`config.mk`:
```
export PLATFORM = sky130hd
export DESIGN_NAME = cpu_clock_controller
export DESIGN_NICKNAME = d
export VERILOG_FILES = /design/src/rtl/cpu_clock_controller.sv
export SDC_FILE = /design/constraint.sdc
export NUM_CORES = 1
export LEC_CHECK = 0
export CAP_MARGIN = 40
export CORE_UTILIZATION = 52
export CTS_BUF_LIST = sky130_fd_sc_hd__clkbuf_4 sky130_fd_sc_hd__clkbuf_8 sky130_fd_sc_hd__clkbuf_16
export DETAILED_ROUTE_END_ITERATION = 6
export PLACE_DENSITY = 0.77
export SLEW_MARGIN = 20
export SYNTH_ARGS = -nofsm -noshare
export SYNTH_HDL_FRONTEND = slang
export SYNTH_SLANG_ARGS = --single-unit
```
`constraint.sdc`:
```
create_clock -name clk -period 3.55 [get_ports clk]
set_clock_uncertainty 0.1 [all_clocks]
set_input_delay 0.71 -clock clk [delete_from_list [all_inputs] [get_ports clk]]
set_output_delay 0.71 -clock clk [all_outputs]
set_load 0.01 [all_outputs]
```
`src/rtl/cpu_clock_controller.sv`:
```
// cpu_clock_controller: board-clock-domain clock-enable generator for the
// microprogrammed processor. Produces one-cycle cpu_ce pulses in stop, run,
// single-step and burst modes from a runtime-loadable prescaler, parks the
// processor on HALT, and counts issued pulses for the display.
module cpu_clock_controller #(
    parameter int DIV_WIDTH       = 24,
    parameter int DEFAULT_DIV     = 2000000,
    parameter int DEBOUNCE_CYCLES = 240000,
    parameter int DEBOUNCE_WIDTH  = 18
) (
    input  logic                 clk,
    input  logic                 reset,
    input  logic [1:0]           mode,
    input  logic [DIV_WIDTH-1:0] div_value,
    input  logic                 load_div,
    input  logic                 step_btn,
    input  logic [7:0]           burst_count,
    input  logic                 halt,
    output logic                 cpu_ce,
    output logic                 cpu_clk_out,
    output logic [2:0]           state,
    output logic [15:0]          tick_count
);

    typedef enum logic [2:0] {
        S_IDLE   = 3'd0,
        S_RUN    = 3'd1,
        S_STEP   = 3'd2,
        S_BURST  = 3'd3,
        S_HALTED = 3'd4
    } state_t;

    localparam logic [1:0] MODE_STOP  = 2'b00;
    localparam logic [1:0] MODE_RUN   = 2'b01;
    localparam logic [1:0] MODE_STEP  = 2'b10;
    localparam logic [1:0] MODE_BURST = 2'b11;

    localparam logic [DIV_WIDTH-1:0]      DIV_RESET = DIV_WIDTH'(DEFAULT_DIV);
    localparam logic [DIV_WIDTH-1:0]      DIV_ONE   = DIV_WIDTH'(1);
    localparam logic [DEBOUNCE_WIDTH-1:0] DB_LAST   = DEBOUNCE_WIDTH'(DEBOUNCE_CYCLES - 1);

    state_t                  cur_state;
    state_t                  nxt_state;
    logic [DIV_WIDTH-1:0]    div_reg;
    logic [DIV_WIDTH-1:0]    presc;
    logic                    presc_wrap;
    logic                    tick;
    logic [1:0]              sync_ff;
    logic                    btn_sync;
    logic                    db_level;
    logic                    db_prev;
    logic [DEBOUNCE_WIDTH-1:0] db_cnt;
    logic                    step_req;
    logic [7:0]              remaining;
    logic [7:0]              rem_nxt;
    logic                    ce_nxt;

    assign state = cur_state;

    // Divide register: a zero ratio is clamped to one so the prescaler never stalls.
    always_ff @(posedge clk) begin
        if (reset)
            div_reg <= DIV_RESET;
        else if (load_div)
            div_reg <= (div_value == '0) ? DIV_ONE : div_value;
    end

    // Wrap compare uses >= so a ratio shrunk below the current count recovers at once.
    assign presc_wrap = (presc >= (div_reg - DIV_ONE));
    // The load cycle never ticks: the restarted prescaler owns the next pulse.
    assign tick       = presc_wrap && !load_div;

    // Free-running prescaler, restarted by reset or a ratio load.
    always_ff @(posedge clk) begin
        if (reset || load_div)
            presc <= '0;
        else if (presc_wrap)
            presc <= '0;
        else
            presc <= presc + DIV_ONE;
    end

    // Two-flop synchroniser for the asynchronous push-button.
    always_ff @(posedge clk) begin
        if (reset)
            sync_ff <= 2'b00;
        else
            sync_ff <= {sync_ff[0], step_btn};
    end

    assign btn_sync = sync_ff[1];

    // Debounce: the level follows the input only after a full run of disagreeing cycles.
    always_ff @(posedge clk) begin
        if (reset) begin
            db_level <= 1'b0;
            db_cnt   <= '0;
        end else if (btn_sync == db_level) begin
            db_cnt <= '0;
        end else if (db_cnt == DB_LAST) begin
            db_level <= btn_sync;
            db_cnt   <= '0;
        end else begin
            db_cnt <= db_cnt + 1'b1;
        end
    end

    // Delayed debounced level for rising-edge detection.
    always_ff @(posedge clk) begin
        if (reset)
            db_prev <= 1'b0;
        else
            db_prev <= db_level;
    end

    assign step_req = db_level && !db_prev;

    // Next-state and pulse decision; halt outranks mode exits, which outrank ticks.
    always_comb begin
        nxt_state = cur_state;
        rem_nxt   = remaining;
        ce_nxt    = 1'b0;
        if (halt && (cur_state != S_HALTED)) begin
            nxt_state = S_HALTED;
        end else begin
            case (cur_state)
                S_IDLE: begin
                    if (mode == MODE_RUN) begin
                        nxt_state = S_RUN;
                    end else if (step_req && (mode == MODE_STEP)) begin
                        nxt_state = S_STEP;
                    end else if (step_req && (mode == MODE_BURST) && (burst_count != 8'd0)) begin
                        nxt_state = S_BURST;
                        rem_nxt   = burst_count;
                    end
                end
                S_RUN: begin
                    if (mode != MODE_RUN)
                        nxt_state = S_IDLE;
                    else if (tick)
                        ce_nxt = 1'b1;
                end
                S_STEP: begin
                    ce_nxt    = 1'b1;
                    nxt_state = S_IDLE;
                end
                S_BURST: begin
                    if (remaining == 8'd0) begin
                        nxt_state = S_IDLE;
                    end else if (tick) begin
                        ce_nxt  = 1'b1;
                        rem_nxt = remaining - 8'd1;
                        if (remaining == 8'd1)
                            nxt_state = S_IDLE;
                    end
                end
                S_HALTED: begin
                    if (!halt && (mode == MODE_STOP))
                        nxt_state = S_IDLE;
                end
                default: nxt_state = S_IDLE;
            endcase
        end
    end

    // State, burst counter and registered pulse outputs.
    always_ff @(posedge clk) begin
        if (reset) begin
            cur_state   <= S_IDLE;
            remaining   <= 8'd0;
            cpu_ce      <= 1'b0;
            cpu_clk_out <= 1'b0;
            tick_count  <= 16'd0;
        end else begin
            cur_state <= nxt_state;
            remaining <= rem_nxt;
            cpu_ce    <= ce_nxt;
            if (ce_nxt) begin
                cpu_clk_out <= ~cpu_clk_out;
                tick_count  <= tick_count + 16'd1;
            end
        end
    end

endmodule

```
==> metrics, run 1 <==
n_diodes=0; # clock sinks=99; post-synthesis sequential area ratio=35.8%; Starting Density=53.7%; CTS tree=built; Final period util=109%; delay of the slowest critical-path stage=0.50 ns; ys flop type=dfxtp_1; layout cells sized above 1=20.0%; Die W=105 µm; first-pass GRT wire length=22,500 µm; vias per cell=5.76; Hold Crit Class=register to register; top sig layer=met4; Syn Area/Cell=8.77 µm²; WP data arrival=4.09 ns; IO Count=60; P&R area growth vs syn=29.6%; Crit Path Max Fanout=14; multi-input logic area=3650 µm²; Yosys reg bits=99; Residual DRC=0; final hold vios=0; Yosys top cell by area=dfxtp_1; Nets=805; CP Cell Sequence=inv_4, ha_4, nand2_4, or2_4, nand2b_4, or3_4, buf_4, nor2_1, xnor2_1, ha_1, nand2_1, nor4_4, a211oi_2, buf_4, nand3_1, o21ai_2, buf_12, or4_1, a21oi_1; Slew Limit Fails=0; Die ar.=11,100 µm²; max cap viols=0; DR iter-0 viols=272; pwr dens=328 nW/µm²; Final Instance Count excl. Fillers=876; Commonest cells post-synth=dfxtp_1, nor2_1, nand2_1; worst reg-to-reg setup slack=-0.31 ns; CP max-delay cell=or4_1; Async SR Flop Fraction=0%; Synthesis Warnings=0; CTS buffer count=9; # rows=37; Clock Pin Slew Worst Setup and Hold Paths=0.11 ns; status=finished with violations; Die H=105 µm; Tot Pwr=0.00236 W; vias in the first global route=4,962; VDD IR-drop max=0.304 mV; vias=5,043; top-count cell post-synth=dfxtp_1; register area=1990 µm²; number of synthesized flops with an enable pin=0; Crit. End Element=register; RSZ-0062 raised after global routing=yes; Root Driver=clkbuf_8; All-Layer GR Usage=25.4%; Synth area leaders=dfxtp_1, ha_1, nor2_1; Post-Syn Area=5540 µm²; Setup WS pre-CTS=-0.306 ns; H-tree depth=3; Worst Path Required=3.78 ns; Pre-antenna DRT Iters=5; type of origin of the critical path=register; delay-heaviest family, CP=simple AND/OR/NAND/NOR gates; Tmin final=3.86 ns; core footprint=10,300 µm²; Worst Max-Slew Pin Slew=0.902 ns; largest net degree at the start of global routing=44; Filler Cells Inserted=801; failing checks=negative setup slack; net count after synthesis=702; count of cell types in the netlist=65; Wirelength per Cell=15.7 µm; Leak Pwr=2.62 nW; global route overflow=0; WL met3=690 µm; Buf+Inv Stages, Crit Path=4; CTS max path bufs=2; initial antenna violation count=0; post-layout util=69.6%; Rel. slew slack=39.3%; Detail Placement HPWL=9640 µm; cell count after synthesis=632; Clk Latency, worst-skew pair=0.40 ns; RePlAce Congestion=0.870; placed instance count=844; max frequency=259 MHz; post-route setup slack=-0.309 ns; post-route ant nets=0; critical path class=register to register; area share of the largest cell type after synthesis=35.8%; M1 WL=6200 µm; Top cell by count, worst path=buf_4; met2 wire length=6550 µm; total wire length=13,700 µm; Final setup viols=51; hold-fix buffers at CTS=0; I/O Buffers=59
## logic make-up after synthesis
group                      share of synthesized area (%)
muxes                                               4.54
buffers and inverters                               3.16
adders and majority gates                           7.00
and+or+nand+nor                                     29.4
DFF                                                 35.8
xor gates and xnor gates                            9.17
AOI/OAI and AO/OA                                   10.9
## per-stage QoR
step           hold WS [ns]  setup TNS [ns]  cell area, µm²
2_1_floorplan         0.314          -0.213            5640
3_3_place_gp          0.320           -5.00            6600
3_5_place_dp          0.338          -11.27            6600
4_1_cts               0.360           -9.82            7050
5_1_grt               0.372          -19.69            7180
6_report              0.361          -10.56            7180
## report_power, final
group	switching, W	leakage, nW	internal (W)	total [W]
clock network	0.000441	0.104	0.000339	0.000779
registers	0.0000356	0.805	0.00114	0.00117
logic	0.000197	1.71	0.000204	0.000401
total	0.000674	2.62	0.00168	0.00236
## per-layer routing
metal / global-route usage, % / vias to the layer above
li1: - / 2467
met1: 32.0 / 2419
met2: 42.2 / 133
met3: 6.74 / 24
met4: 8.25 / 0
met5: 0 / -
## placed cells by master (no fill, tap or decap), types with 4 or more instances in the layout
| cell | count |
|---|---|
| or3_4 | 5 |
| clkbuf_8 | 9 |
| and4_1 | 6 |
| nand4_1 | 13 |
| ha_1 | 30 |
| nor2_1 | 68 |
| dfxtp_1 | 95 |
| nor2_4 | 23 |
| nor3_1 | 14 |
| nor2b_1 | 6 |
| o31ai_1 | 8 |
| or3_1 | 13 |
| o21ai_0 | 19 |
| nand3_1 | 25 |
| nor4_4 | 4 |
| inv_1 | 11 |
| and3_1 | 11 |
| a21oi_1 | 29 |
| a211oi_1 | 4 |
| or4_1 | 7 |
| buf_4 | 44 |
| o21ai_2 | 4 |
| buf_12 | 5 |
| o21ai_1 | 4 |
| nand2_1 | 43 |
| clkdlybuf4s50_1 | 58 |
| mux2i_1 | 24 |
| nor4_1 | 10 |
| xor2_1 | 30 |
| xnor2_1 | 28 |
## repair_timing
| action | CTS | global route |
|---|---|---|
| endpoints found under the setup margin | 51 | 52 |
| hold endpoints to repair | 0 | 0 |
| cloned | 3 | 0 |
| setup buffers | 12 | 7 |
| resized for setup | 26 | 31 |
| pin swaps | 27 | 15 |
## area by class of cell
| class | instances | area share, % |
|---|---|---|
| flip-flops and latches | 99 | 27.7 |
| multi-input cells | 499 | 50.9 |
| clock buffers | 9 | 1.73 |
| well taps | 136 | 2.37 |
| inverters | 13 | 0.714 |
| repair buffers | 113 | 15.4 |
| clock inverters | 7 | 1.22 |
## final timing paths
kind,from,endpoint,cells after the start
min,sync_ff[0],sync_ff[1],1
min reg2reg,sync_ff[0],sync_ff[1],1
max,div_reg[0],tick_count[8],19
max reg2reg,div_reg[0],tick_count[8],19
Note: power is estimated with default switching activity, not from simulation.
==> run 2: changes to the inputs <==
CTS_CLUSTER_SIZE = 12   (was default)
==> results of run 2 <==
No change in the layout: final DEF, timing and power equal those of run 1.
==> run 3: changes to the inputs <==
SLEW_MARGIN = 25   (was 20)
==> results of run 3 <==
No change in the layout: final DEF, timing and power equal those of run 1.
